### src/rtl/uart_tx_fifo.sv
// Buffered 8N1 UART transmitter: byte FIFO feeding a serialiser with its own baud counter.
// Latency: a byte pushed into an empty FIFO while idle drives the start bit two clocks later.
// Backpressure: tx_ready drops while the FIFO holds FIFO_DEPTH bytes; held tx_valid simply waits.

// Generic synchronous FIFO with show-ahead read data and a registered occupancy count.
// Latency: a written entry is visible on rd_dat/rd_vld one clock after the write.
// Backpressure: wr_rdy is low when full; a write attempt while full is ignored.
module fifo #(
    parameter int WIDTH = 8,
    parameter int DEPTH = 16,
    localparam int AW = $clog2(DEPTH)
) (
    input  logic             clk,
    input  logic             rst_n,
    input  logic             wr_vld,
    output logic             wr_rdy,
    input  logic [WIDTH-1:0] wr_dat,
    input  logic             rd_rdy,
    output logic             rd_vld,
    output logic [WIDTH-1:0] rd_dat,
    output logic [AW:0]      count
);
    localparam logic [AW:0]   FULL_CNT = (AW+1)'(DEPTH);
    localparam logic [AW:0]   CNT_ONE  = (AW+1)'(1);
    localparam logic [AW-1:0] PTR_ONE  = AW'(1);

    logic [WIDTH-1:0] mem [DEPTH];
    logic [AW-1:0]    wr_ptr;
    logic [AW-1:0]    rd_ptr;
    logic             push;
    logic             pop;

    assign wr_rdy = (count != FULL_CNT);
    assign rd_vld = (count != '0);
    assign rd_dat = mem[rd_ptr];
    assign push   = wr_vld && wr_rdy;
    assign pop    = rd_rdy && rd_vld;

    // Storage array: written on every accepted push, no reset needed.
    always_ff @(posedge clk) begin
        if (push) begin
            mem[wr_ptr] <= wr_dat;
        end
    end

    // Pointers wrap naturally at DEPTH (power of two); count tracks push/pop balance.
    always_ff @(posedge clk or negedge rst_n) begin
        if (!rst_n) begin
            wr_ptr <= '0;
            rd_ptr <= '0;
            count  <= '0;
        end else begin
            if (push) begin
                wr_ptr <= wr_ptr + PTR_ONE;
            end
            if (pop) begin
                rd_ptr <= rd_ptr + PTR_ONE;
            end
            case ({push, pop})
                2'b10:   count <= count + CNT_ONE;
                2'b01:   count <= count - CNT_ONE;
                default: count <= count;
            endcase
        end
    end
endmodule

module uart_tx_fifo #(
    parameter int CLK_FREQ   = 50000000,
    parameter int BAUD       = 9600,
    parameter int FIFO_DEPTH = 16,
    localparam int AW = $clog2(FIFO_DEPTH)
) (
    input  logic          clk,
    input  logic          rst_n,
    input  logic [7:0]    tx_data,
    input  logic          tx_valid,
    output logic          tx_ready,
    output logic          rs232_tx,
    output logic          tx_busy,
    output logic [AW:0]   fifo_count
);
    localparam int              CLKS_PER_BIT = CLK_FREQ / BAUD;
    localparam int              CW           = $clog2(CLKS_PER_BIT);
    localparam logic [CW-1:0]   BAUD_LAST    = CW'(CLKS_PER_BIT - 1);
    localparam logic [CW-1:0]   BAUD_ONE     = CW'(1);

    typedef enum logic [1:0] {IDLE, START, DATA, STOP} state_t;

    state_t        state;
    logic [CW-1:0] baud_cnt;
    logic [2:0]    bit_idx;
    logic [7:0]    shift;
    logic          baud_end;
    logic          head_vld;
    logic [7:0]    head_dat;
    logic          pop;

    // Pop only when the line is free for a new frame: idle, or the final stop-bit clock.
    assign baud_end = (baud_cnt == BAUD_LAST);
    assign pop      = head_vld && ((state == IDLE) || ((state == STOP) && baud_end));

    fifo #(
        .WIDTH (8),
        .DEPTH (FIFO_DEPTH)
    ) u_fifo (
        .clk    (clk),
        .rst_n  (rst_n),
        .wr_vld (tx_valid),
        .wr_rdy (tx_ready),
        .wr_dat (tx_data),
        .rd_rdy (pop),
        .rd_vld (head_vld),
        .rd_dat (head_dat),
        .count  (fifo_count)
    );

    // Frame sequencer; the line is a registered image of the current state, one clock behind it.
    always_ff @(posedge clk or negedge rst_n) begin
        if (!rst_n) begin
            state    <= IDLE;
            baud_cnt <= '0;
            bit_idx  <= '0;
            shift    <= '0;
            tx_busy  <= 1'b0;
            rs232_tx <= 1'b1;
        end else begin
            case (state)
                START:   rs232_tx <= 1'b0;
                DATA:    rs232_tx <= shift[0];
                default: rs232_tx <= 1'b1;
            endcase

            case (state)
                IDLE: begin
                    baud_cnt <= '0;
                    if (pop) begin
                        state   <= START;
                        shift   <= head_dat;
                        tx_busy <= 1'b1;
                    end
                end
                START: begin
                    if (baud_end) begin
                        state    <= DATA;
                        baud_cnt <= '0;
                        bit_idx  <= '0;
                    end else begin
                        baud_cnt <= baud_cnt + BAUD_ONE;
                    end
                end
                DATA: begin
                    if (baud_end) begin
                        baud_cnt <= '0;
                        shift    <= {1'b0, shift[7:1]};
                        if (bit_idx == 3'd7) begin
                            state <= STOP;
                        end else begin
                            bit_idx <= bit_idx + 3'd1;
                        end
                    end else begin
                        baud_cnt <= baud_cnt + BAUD_ONE;
                    end
                end
                STOP: begin
                    if (baud_end) begin
                        baud_cnt <= '0;
                        if (pop) begin
                            state <= START;
                            shift <= head_dat;
                        end else begin
                            state   <= IDLE;
                            tx_busy <= 1'b0;
                        end
                    end else begin
                        baud_cnt <= baud_cnt + BAUD_ONE;
                    end
                end
                default: state <= IDLE;
            endcase
        end
    end
endmodule

### config.mk
export PLATFORM = sky130hd
export DESIGN_NAME = uart_tx_fifo
export DESIGN_NICKNAME = d
export VERILOG_FILES = /design/src/rtl/uart_tx_fifo.sv
export SDC_FILE = /design/constraint.sdc
export NUM_CORES = 1
export LEC_CHECK = 0
export CAP_MARGIN = 20
export CORE_AREA = 2 2 164 166
export DETAILED_ROUTE_END_ITERATION = 8
export DIE_AREA = 0 0 166 168
export PLACE_DENSITY_LB_ADDON = 0.1
export SKIP_LAST_GASP = 1
export SYNTH_ARGS = -nofsm -noshare
export SYNTH_HDL_FRONTEND = slang
export SYNTH_HIERARCHICAL = 1
export SYNTH_SLANG_ARGS = --single-unit
### constraint.sdc
create_clock -name clk -period 5.46 [get_ports clk]
set_input_delay 0.546 -clock clk [delete_from_list [all_inputs] [get_ports clk]]
set_output_delay 0.546 -clock clk [all_outputs]
set_load 0.02 [all_outputs]
After elaboration in Yosys (flattened, before gate mapping)
Memories as Yosys holds them, arrays and structs flattened.
Index checks and enable logic that the tools add are counted.
- bits in registers: 41
- RAM bits: 128
- input bits: 11
- word-level logic and storage cells: 72
- memories kept: 1
- add/sub/neg operators: 6
- equality and inequality tests: 15
- mux-type cells: 25
- reductions and logical operators: 16
- memories (memory ; words ; width ; read ports ; clocked after Yosys merged registers in ; wr ports ; RTL line ; RTL):
    u_fifo.mem ; 16 ; 8 ; 1 ; 0 ; 1 ; 27 ; logic [WIDTH-1:0] mem [DEPTH];
- operators by type and width (cell ; number):
    $pmux 13 s2 ; 1
    $mux 8 ; 3
    $pmux 8 s3 ; 1
    $add 13x1->13 const B ; 1
    $eq 13x13->1 const B ; 1
    $mux 13 ; 1
    $ne 2x2->1 const B ; 6
    $mux 2 ; 5
    $pmux 5 s2 ; 1
    $mux 3 ; 3
    $add 4x1->4 const B ; 2
    $pmux 2 s4 ; 1
    $reduce_and 4->1 ; 2
    $eq 2x2->1 const B ; 3
    $mux 1 ; 6
    $pmux 3 s2 ; 1
    $reduce_bool 2->1 ; 3
    $add 5x1->5 const B ; 1
    $ne 5x5->1 const B ; 1
    $reduce_and 5->1 ; 1
    $reduce_bool 5->1 ; 1
    $sub 5x1->5 const B ; 1
    $eq 2x1->1 const B ; 2
    $logic_and 1x1->1 ; 4
    other kinds (9) ; 10

Depth between registers and ports, before layout
Gate-level depths: netlist of run 1.
- depth after elaboration: 7
- gate-level depth with buffers: 15

By module
The synthesis of run 1 kept the hierarchy.
- by module, submodules not included (module ; instances ; cells each ; area each (um^2)):
    fifo ; 1 ; 331 ; 5783.0
    uart_tx_fifo ; 1 ; 175 ; 1682.9

Worst setup path after synthesis of run 1
Ideal clock, no wire load.
- path type: register to register
- from: register baud_cnt[5]
- to: register u_fifo.count[4]
- library setup time: 130 ps
- data arrival time: 3383 ps
- data required time: 5330 ps
- slack: 1947 ps
- stages on the path, launching flop included: 15
- period minus slack after synthesis: 3513 ps
- cell sequence: dfrtp_1 or4b_1 buf_2 o41ai_4 buf_6 and2_4 buf_6 ha_1 inv_1 fa_1 nor2b_1 o21ai_0 nand3_1 or3b_1 xnor2_1
- cells in the longest elaborated chain, start to end: 7
- elaborated cells between the ends (all ways): 9
- those cells by class: 3 x eq/ne; 1 x mux; 5 x reduce/logical
- ends and longest elaborated chain (item ; RTL line ; RTL):
    start: declaration ; 91 ; logic [CW-1:0] baud_cnt;
    start signal: assignment ; 149 ; baud_cnt <= baud_cnt + BAUD_ONE;
    start signal: assignment ; 162 ; baud_cnt <= baud_cnt + BAUD_ONE;
    start signal: assignment ; 176 ; baud_cnt <= baud_cnt + BAUD_ONE;
    $eq 13x13->1 (*) ; 100 ; assign baud_end = (baud_cnt == BAUD_LAST);
    $logic_and 1x1->1 (*) ; 101 ; assign pop = head_vld && ((state == IDLE) || ((state == STOP) && baud_end));
    $logic_or 1x1->1 (*) ; 101 ;
    $logic_and 1x1->1 (*) ; 101 ;
    net pop ; 97 ; logic pop;
    $logic_and 1x1->1 (*) ; 37 ; assign pop = rd_rdy && rd_vld;
    net u_fifo.pop ; 31 ; logic pop;
    $eq 2x1->1 or $eq 2x2->1 (tied branches) ; 59 ; case ({push, pop})
    $pmux 5 s2 or $reduce_bool 2->1 (tied branches) ; -- ;
    end signal: assignment ; 60 ; 2'b10: count <= count + CNT_ONE;
    end signal: assignment ; 61 ; 2'b01: count <= count - CNT_ONE;
    end signal: assignment ; 62 ; default: count <= count;
    end: declaration ; 21 ; output logic [AW:0] count
Mark *: on every way through the listed nets, which the timed path passes. The rest lies on a longest branch.
A chain may end at the register's enable or synchronous reset.

Final worst setup path of run 1
- from: register baud_cnt[0]
- to: register u_fifo.count[4]
- cells in the longest elaborated chain, start to end: 7
- elaborated cells between the ends (all ways): 9
- those cells by class: 3 x eq/ne; 1 x mux; 5 x reduce/logical
- ends and longest elaborated chain (item ; RTL line):
    $eq 13x13->1 (*) ; 100
    $logic_and 1x1->1 (*) ; 101
    $logic_or 1x1->1 (*) ; 101
    $logic_and 1x1->1 (*) ; 101
    $logic_and 1x1->1 (*) ; 37
    $eq 2x1->1 or $eq 2x2->1 (tied branches) ; 59
    $pmux 5 s2 or $reduce_bool 2->1 (tied branches) ; --
Mark *: on every way between the ends. The rest lies on a longest branch, timed or not.

==> results of run 1 <==
-- state kept, by name, indices dropped and copies added, names as in the netlist --
name	count
u_fifo/rd_ptr	4
baud_cnt	13
u_fifo/count	5
bit_idx	3
u_fifo/mem	128
rs232_tx	1
tx_busy	1
state	2
u_fifo/wr_ptr	4
shift	8
-- logic make-up (layout without fill, tap and decap cells) --
kind of cell,count (synthesis),after routing
muxes,58,58
xor gates and xnor gates,21,21
buffers and inverters,50,83
AOI/OAI and AO/OA,72,72
and+or+nand+nor,118,118
adders and majority gates,18,18
DFF,169,169
-- layer usage --
metal  wire length, um  part of all wire, %
met4               202                  1.2
met5                 0                    0
met2              8550                   50
met3               593                  3.4
met1              7890                   46
-- what timing repair did --
item	in CTS	in global routing
hold buffers	0	1
resized for setup	0	0
endpoints found under the hold margin	0	4
-- stage by stage --
step	power (mW)	instance area, sq um	setup WS (ns)	utilization [%]
5_1_grt	3.30	8580	1.13	32.6
3_5_place_dp	1.98	7960	1.42	30.2
6_report	3.16	8580	1.43	32.6
3_3_place_gp	1.98	7960	1.45	30.2
2_1_floorplan	1.81	7470	1.95	-
4_1_cts	3.21	8550	1.41	32.5
-- cell type report --
| type | instances | area (sq um) |
|---|---|---|
| fill | 2575 | 17800 |
| clock inverter | 15 | 173 |
| clock buffer | 17 | 425 |
| multi-input combinational | 287 | 2340 |
| tap | 341 | 427 |
| sequential | 169 | 4870 |
| inverter | 23 | 86.3 |
| timing repair buffer | 28 | 265 |
-- path summary, 6_finish.rpt --
| check | start | to | slack, ns | cells after the start |
|---|---|---|---|---|
| worst max register to register | baud_cnt[0] | u_fifo/count[4] | 1.43 | 12 |
| min in group asynchronous | rst_n | shift[3] | 0.48 | 2 |
| worst max-delay path | baud_cnt[0] | u_fifo/count[4] | 1.43 | 12 |
| worst min register to register | baud_cnt[0] | baud_cnt[0] | 0.45 | 1 |
| worst min-delay path | baud_cnt[0] | baud_cnt[0] | 0.45 | 1 |
| max in group asynchronous | rst_n | u_fifo/rd_ptr[0] | 4.53 | 3 |
-- cell usage after synthesis, types with 3 or more instances --
cell type	count
edfxtp_1	128
nand2_1	41
dfrtp_1	40
mux2i_1	25
nor2_1	25
inv_1	23
o21ai_0	22
ha_1	17
mux2_2	16
mux4_2	16
nand4_1	14
a21oi_1	12
xor2_1	12
clkbuf_1	10
xnor2_1	9
a221oi_1	8
a22oi_1	8
buf_6	8
o311ai_0	8
and2_1	6
buf_2	6
nand3_1	5
nor3_1	5
and3_1	4
o31ai_1	4
a22o_1	3
nand2b_1	3
or3_1	3
-- where the power goes --
part	internal [mW]	switching [mW]
clock network	0.619	0.595
registers	1.51	0.0679
logic	0.136	0.225
==> impl_metrics.csv, run 1 <==
group,metric,value,unit
outcome,status,"finished, final reports clean",
global_routing,antenna_found_initial,0,
worst_setup_path,cpPeakStageDelay,0.93,ns
synthesis,synth_compound_area_share,6.84,%
timing,maxSlewHeadroom,40.1,%
detailed_routing,vias_per_cell,4.72,
synthesis,synth-xor-area-share,2.46,%
global_routing,grt_pass1_vias,4313,
synthesis,avgSynthCellArea,14.8,sq um
worst_setup_path,startpoint_type,"flip-flop",
worst_setup_path,cp_num_buf_inv,1,
clock_network,cts.sink_count,169,
timing,fin_crit,4.03,ns
clock_network,clockBufferDepth,2,
final_layout,layout_commonest_cell,"edfxtp_1",
synthesis,syn_nets,535,
die,initial_core_util,28.3,%
timing,fmax,248,MHz
synthesis,synth_top_family_by_area,"multiplexers",
timing,setup_viol,0,
global_routing,busiest_layer,"met2",
clock_network,cts_buffers,17,
die,die_x,166,um
global_routing,use_met1,17.0,%
detailed_routing,drc,0,
detailed_routing,drtIter0Drc,208,
synthesis,synth_edf_count,128,
global_routing,grt-ovfl-total,0,
clock_network,cts_setup_buffers,0,
die,io_pins,19,
final_layout,layout_common_cells,"edfxtp_1, nand2_1, dfrtp_1",
clock_network,ctsHtreeMaxLevel,4,
clock_network,root_buffer,"clkbuf_16",
synthesis,synth_top_area_share,51.5,%
detailed_routing,antenna_left,0,
clock_network,cts_tree,"built",
final_layout,antenna_cells,0,
timing,rsz0062_at_grt,"no",
placement,dp.cells,846,
detailed_routing,firstDrtPassIters,4,
timing,timing.hold.ws,0.450,ns
final_layout,drive_gt1_share,15.6,%
die,die-height,168,um
worst_setup_path,crit_required,5.78,ns
clock_network,clock_latency,0.44,ns
synthesis,ys_async_sr_fraction,24.3,%
synthesis,synthFlopType,"edfxtp_1",
worst_setup_path,cp_top_family,"simple AND/OR/NAND/NOR gates",
worst_setup_path,critPathArrivalTime,4.35,ns
synthesis,synth_warnings,6,
global_routing,global_route.usage.met2,21.2,%
worst_setup_path,critPathMaxFanout,18,
die,core_area,26400,sq um
worst_setup_path,slowest_stage,"o41ai_4",
placement,portBuffers,18,
timing,worstMarginPinSlew,0.891,ns
synthesis,synth_fa_ha_area_share,3.12,%
power,power_density,368,nW/um^2
final_layout,syn_to_final_growth,15.0,%
timing,period_share,73.8,%
synthesis,ys_ff_latch,169,
timing,setup_tns,0,ns
die,rows,60,
detailed_routing,routed_wl,17200,um
global_routing,grt_first_pass_wirelength,26600,um
worst_setup_path,crit_top_cell,"ha_1",
global_routing,grt_max_degree,42,
die,die_area,27900,sq um
final_layout,finalNetCount,555,
min_path,holdCritPathClass,"reg2reg",
synthesis,netlist_instances,506,
run,cap_violations,0,
detailed_routing,routedWlPerCell,19.6,um
synthesis,netlist_area,7470,sq um
timing,finalHoldViolations,0,
power,vdd_drop_max,0.198,mV
power,leakage,3.26,nW
timing,fin_skew,0.0159,ns
synthesis,synth-simple-area-share,8.08,%
synthesis,synthDistinctLibCells,50,
worst_setup_path,crit_path_end_kind,"flip-flop",
final_layout,final_cells,880,
detailed_routing,vias,4153,
timing,slew_violations,0,
synthesis,ys_seq_area_share,65.2,%
worst_setup_path,critPathKind,"reg2reg",
placement,dp_hpwl,11100,um
placement,routabilityCongestion,0.780,
clock_network,clk_pin_slew,0.08,ns
global_routing,grtUsageMet3,2.52,%
synthesis,synthMuxAreaShare,10.8,%
global_routing,grt_usage,12.8,%
worst_setup_path,crit_chain,"ha_1 > nand4_1 > o41ai_4 > and2_4 > ha_1 > inv_1 > fa_1 > nor2b_1 > o21ai_0 > nand3_1 > or3b_1 > xnor2_1",
synthesis,synth_top_cell_by_area,"edfxtp_1",
synthesis,synthTopCellsByArea,"edfxtp_1, dfrtp_1, mux4_2, mux2i_1, ha_1",
Note: power is estimated with default switching activity, not from simulation.
==> run 2: changes to the inputs <==
Clock period 5.46 ns to 4.16 ns, I/O delays scaled along.
==> impl_metrics.csv, run 2 (synthesis results as in run 1) <==
group,metric,value,unit
die,io_pins,19,
timing,rsz0062_at_grt,"no",
clock_network,clockBufferDepth,2,
clock_network,ctsHtreeMaxLevel,4,
detailed_routing,antenna_left,0,
clock_network,root_buffer,"clkbuf_16",
global_routing,grt_first_pass_wirelength,26200,um
placement,routabilityCongestion,0.742,
detailed_routing,drtIter0Drc,328,
placement,dp_hpwl,11300,um
worst_setup_path,rrSetupSlack,0.69,ns
worst_setup_path,timing.rr.start,"baud_cnt[5]",
detailed_routing,firstDrtPassIters,5,
timing,fin_ws,0.693,ns
final_layout,regMostFlops,"u_fifo/mem",
clock_network,cts_setup_buffers,0,
power,vdd_drop_max,0.213,mV
clock_network,cts_tree,"built",
timing,fin_crit,3.47,ns
worst_setup_path,crit_path_end_kind,"flip-flop",
final_layout,layout_common_cells,"edfxtp_1, nand2_1, dfrtp_1",
outcome,status,"finished, final reports clean",
clock_network,ctsResizeCount,0,
global_routing,grt_max_degree,42,
power,power,4.17,mW
worst_setup_path,critPathArrivalTime,3.78,ns
die,die_area,27900,sq um
final_layout,syn_to_final_growth,15.2,%
power,power_density,485,nW/um^2
worst_setup_path,crit-reg2reg-capture,"u_fifo/count[4]",
timing,setup_tns,0,ns
global_routing,grt-ovfl-total,0,
worst_setup_path,critPathLaunch,"baud_cnt[5]",
global_routing,grt_usage,12.6,%
worst_setup_path,critPathKind,"reg2reg",
die,die_x,166,um
die,core_area,26400,sq um
timing,finalHoldViolations,0,
worst_setup_path,critPathMaxFanout,6,
timing,slew_violations,0,
final_layout,largest_register_ffs,128,
timing,maxSlewHeadroom,29.3,%
timing,fin_skew,0.0135,ns
final_layout,drive_gt1_share,15.7,%
placement,portBuffers,18,
detailed_routing,routed_wl,17000,um
worst_setup_path,crit_required,4.47,ns
die,initial_core_util,28.3,%
placement,dp_slack,0.721,ns
run,cap_violations,0,
die,die-height,168,um
placement,placed_cell_area,7970,sq um
die,rows,60,
clock_network,clock_latency,0.42,ns
detailed_routing,drc,0,
worst_setup_path,cp-endpoint,"u_fifo/count[4]",
detailed_routing,routedWlPerCell,19.3,um
detailed_routing,vias,4137,
timing,period_share,83.4,%
timing,worstMarginPinSlew,1.05,ns
global_routing,antenna_found_initial,0,
final_layout,finalNetCount,557,
power,leakage,3.28,nW
min_path,holdCritPathClass,"in2async",
clock_network,cts.sink_count,169,
clock_network,cts_buffers,17,
detailed_routing,vias_per_cell,4.69,
worst_setup_path,reg2regPathDepth,11,
clock_network,clk_pin_slew,0.07,ns
global_routing,grt_pass1_vias,4258,
final_layout,stdcell_area,8600,sq um
timing,fmax,288,MHz
clock_network,cts_hold_buf,0,
final_layout,reg_top3,"u_fifo/mem: 128 flops, baud_cnt: 13 flops, shift: 8 flops",
final_layout,layout_commonest_cell,"edfxtp_1",
final_layout,antenna_cells,0,
worst_setup_path,startpoint_type,"flip-flop",
timing,setup_viol,0,
run 2: per-stage QoR:
stage / util, % / hold WS, ns / cells
2_1_floorplan: - / 0.120 / 506
3_3_place_gp: 30.3 / 0.438 / 848
3_5_place_dp: 30.3 / 0.447 / 848
4_1_cts: 32.5 / 0.191 / 880
5_1_grt: 32.6 / 0.351 / 882
6_report: 32.6 / 0.347 / 882
run 2: how the worst min path moves through the flow:
stage,start,end,slack (ns),cells past startpoint
final,rst_n,shift[1],0.35,2
after global routing,rst_n,shift[1],0.35,2
after CTS,rst_n,shift[1],0.19,1
after detailed placement,baud_cnt[0],baud_cnt[0],0.45,1
after global placement,baud_cnt[0],baud_cnt[0],0.44,1
after floorplan,rst_n,baud_cnt[0],0.12,0
run 2: layout make-up:
cell class | instances | area, sq um
timing repair buffer | 30 | 280
fill | 2555 | 17700
clock inverter | 13 | 159
clock buffer | 19 | 443
inverter | 23 | 86.3
sequential | 169 | 4870
tap | 341 | 427
multi-input combinational | 287 | 2340
run 2: report_power, final:
part | switching [mW] | internal (mW) | leakage (nW)
sequential | 0.0906 | 1.99 | 1.64
combinational | 0.294 | 0.179 | 1.34
clock | 0.695 | 0.921 | 0.294
run 2: layer usage:
metal,track usage (%),vias to the layer above,share of wire [%]
li1,-,1947,-
met1,16.6,2146,47
met2,21.2,35,50
met3,2.63,9,1.9
met4,3.18,0,0.71
met5,0,-,0
run 2: critical path, stage by stage (launching register included):
cell and delay, ns:
dfrtp_1 0.43, or4b_1 0.71, o41ai_4 0.43, and2_4 0.25, ha_1 0.22, inv_1 0.10
fa_1 0.41, nor2b_1 0.12, o21ai_0 0.11, nand3_1 0.09, or3b_1 0.36, xnor2_1 0.13
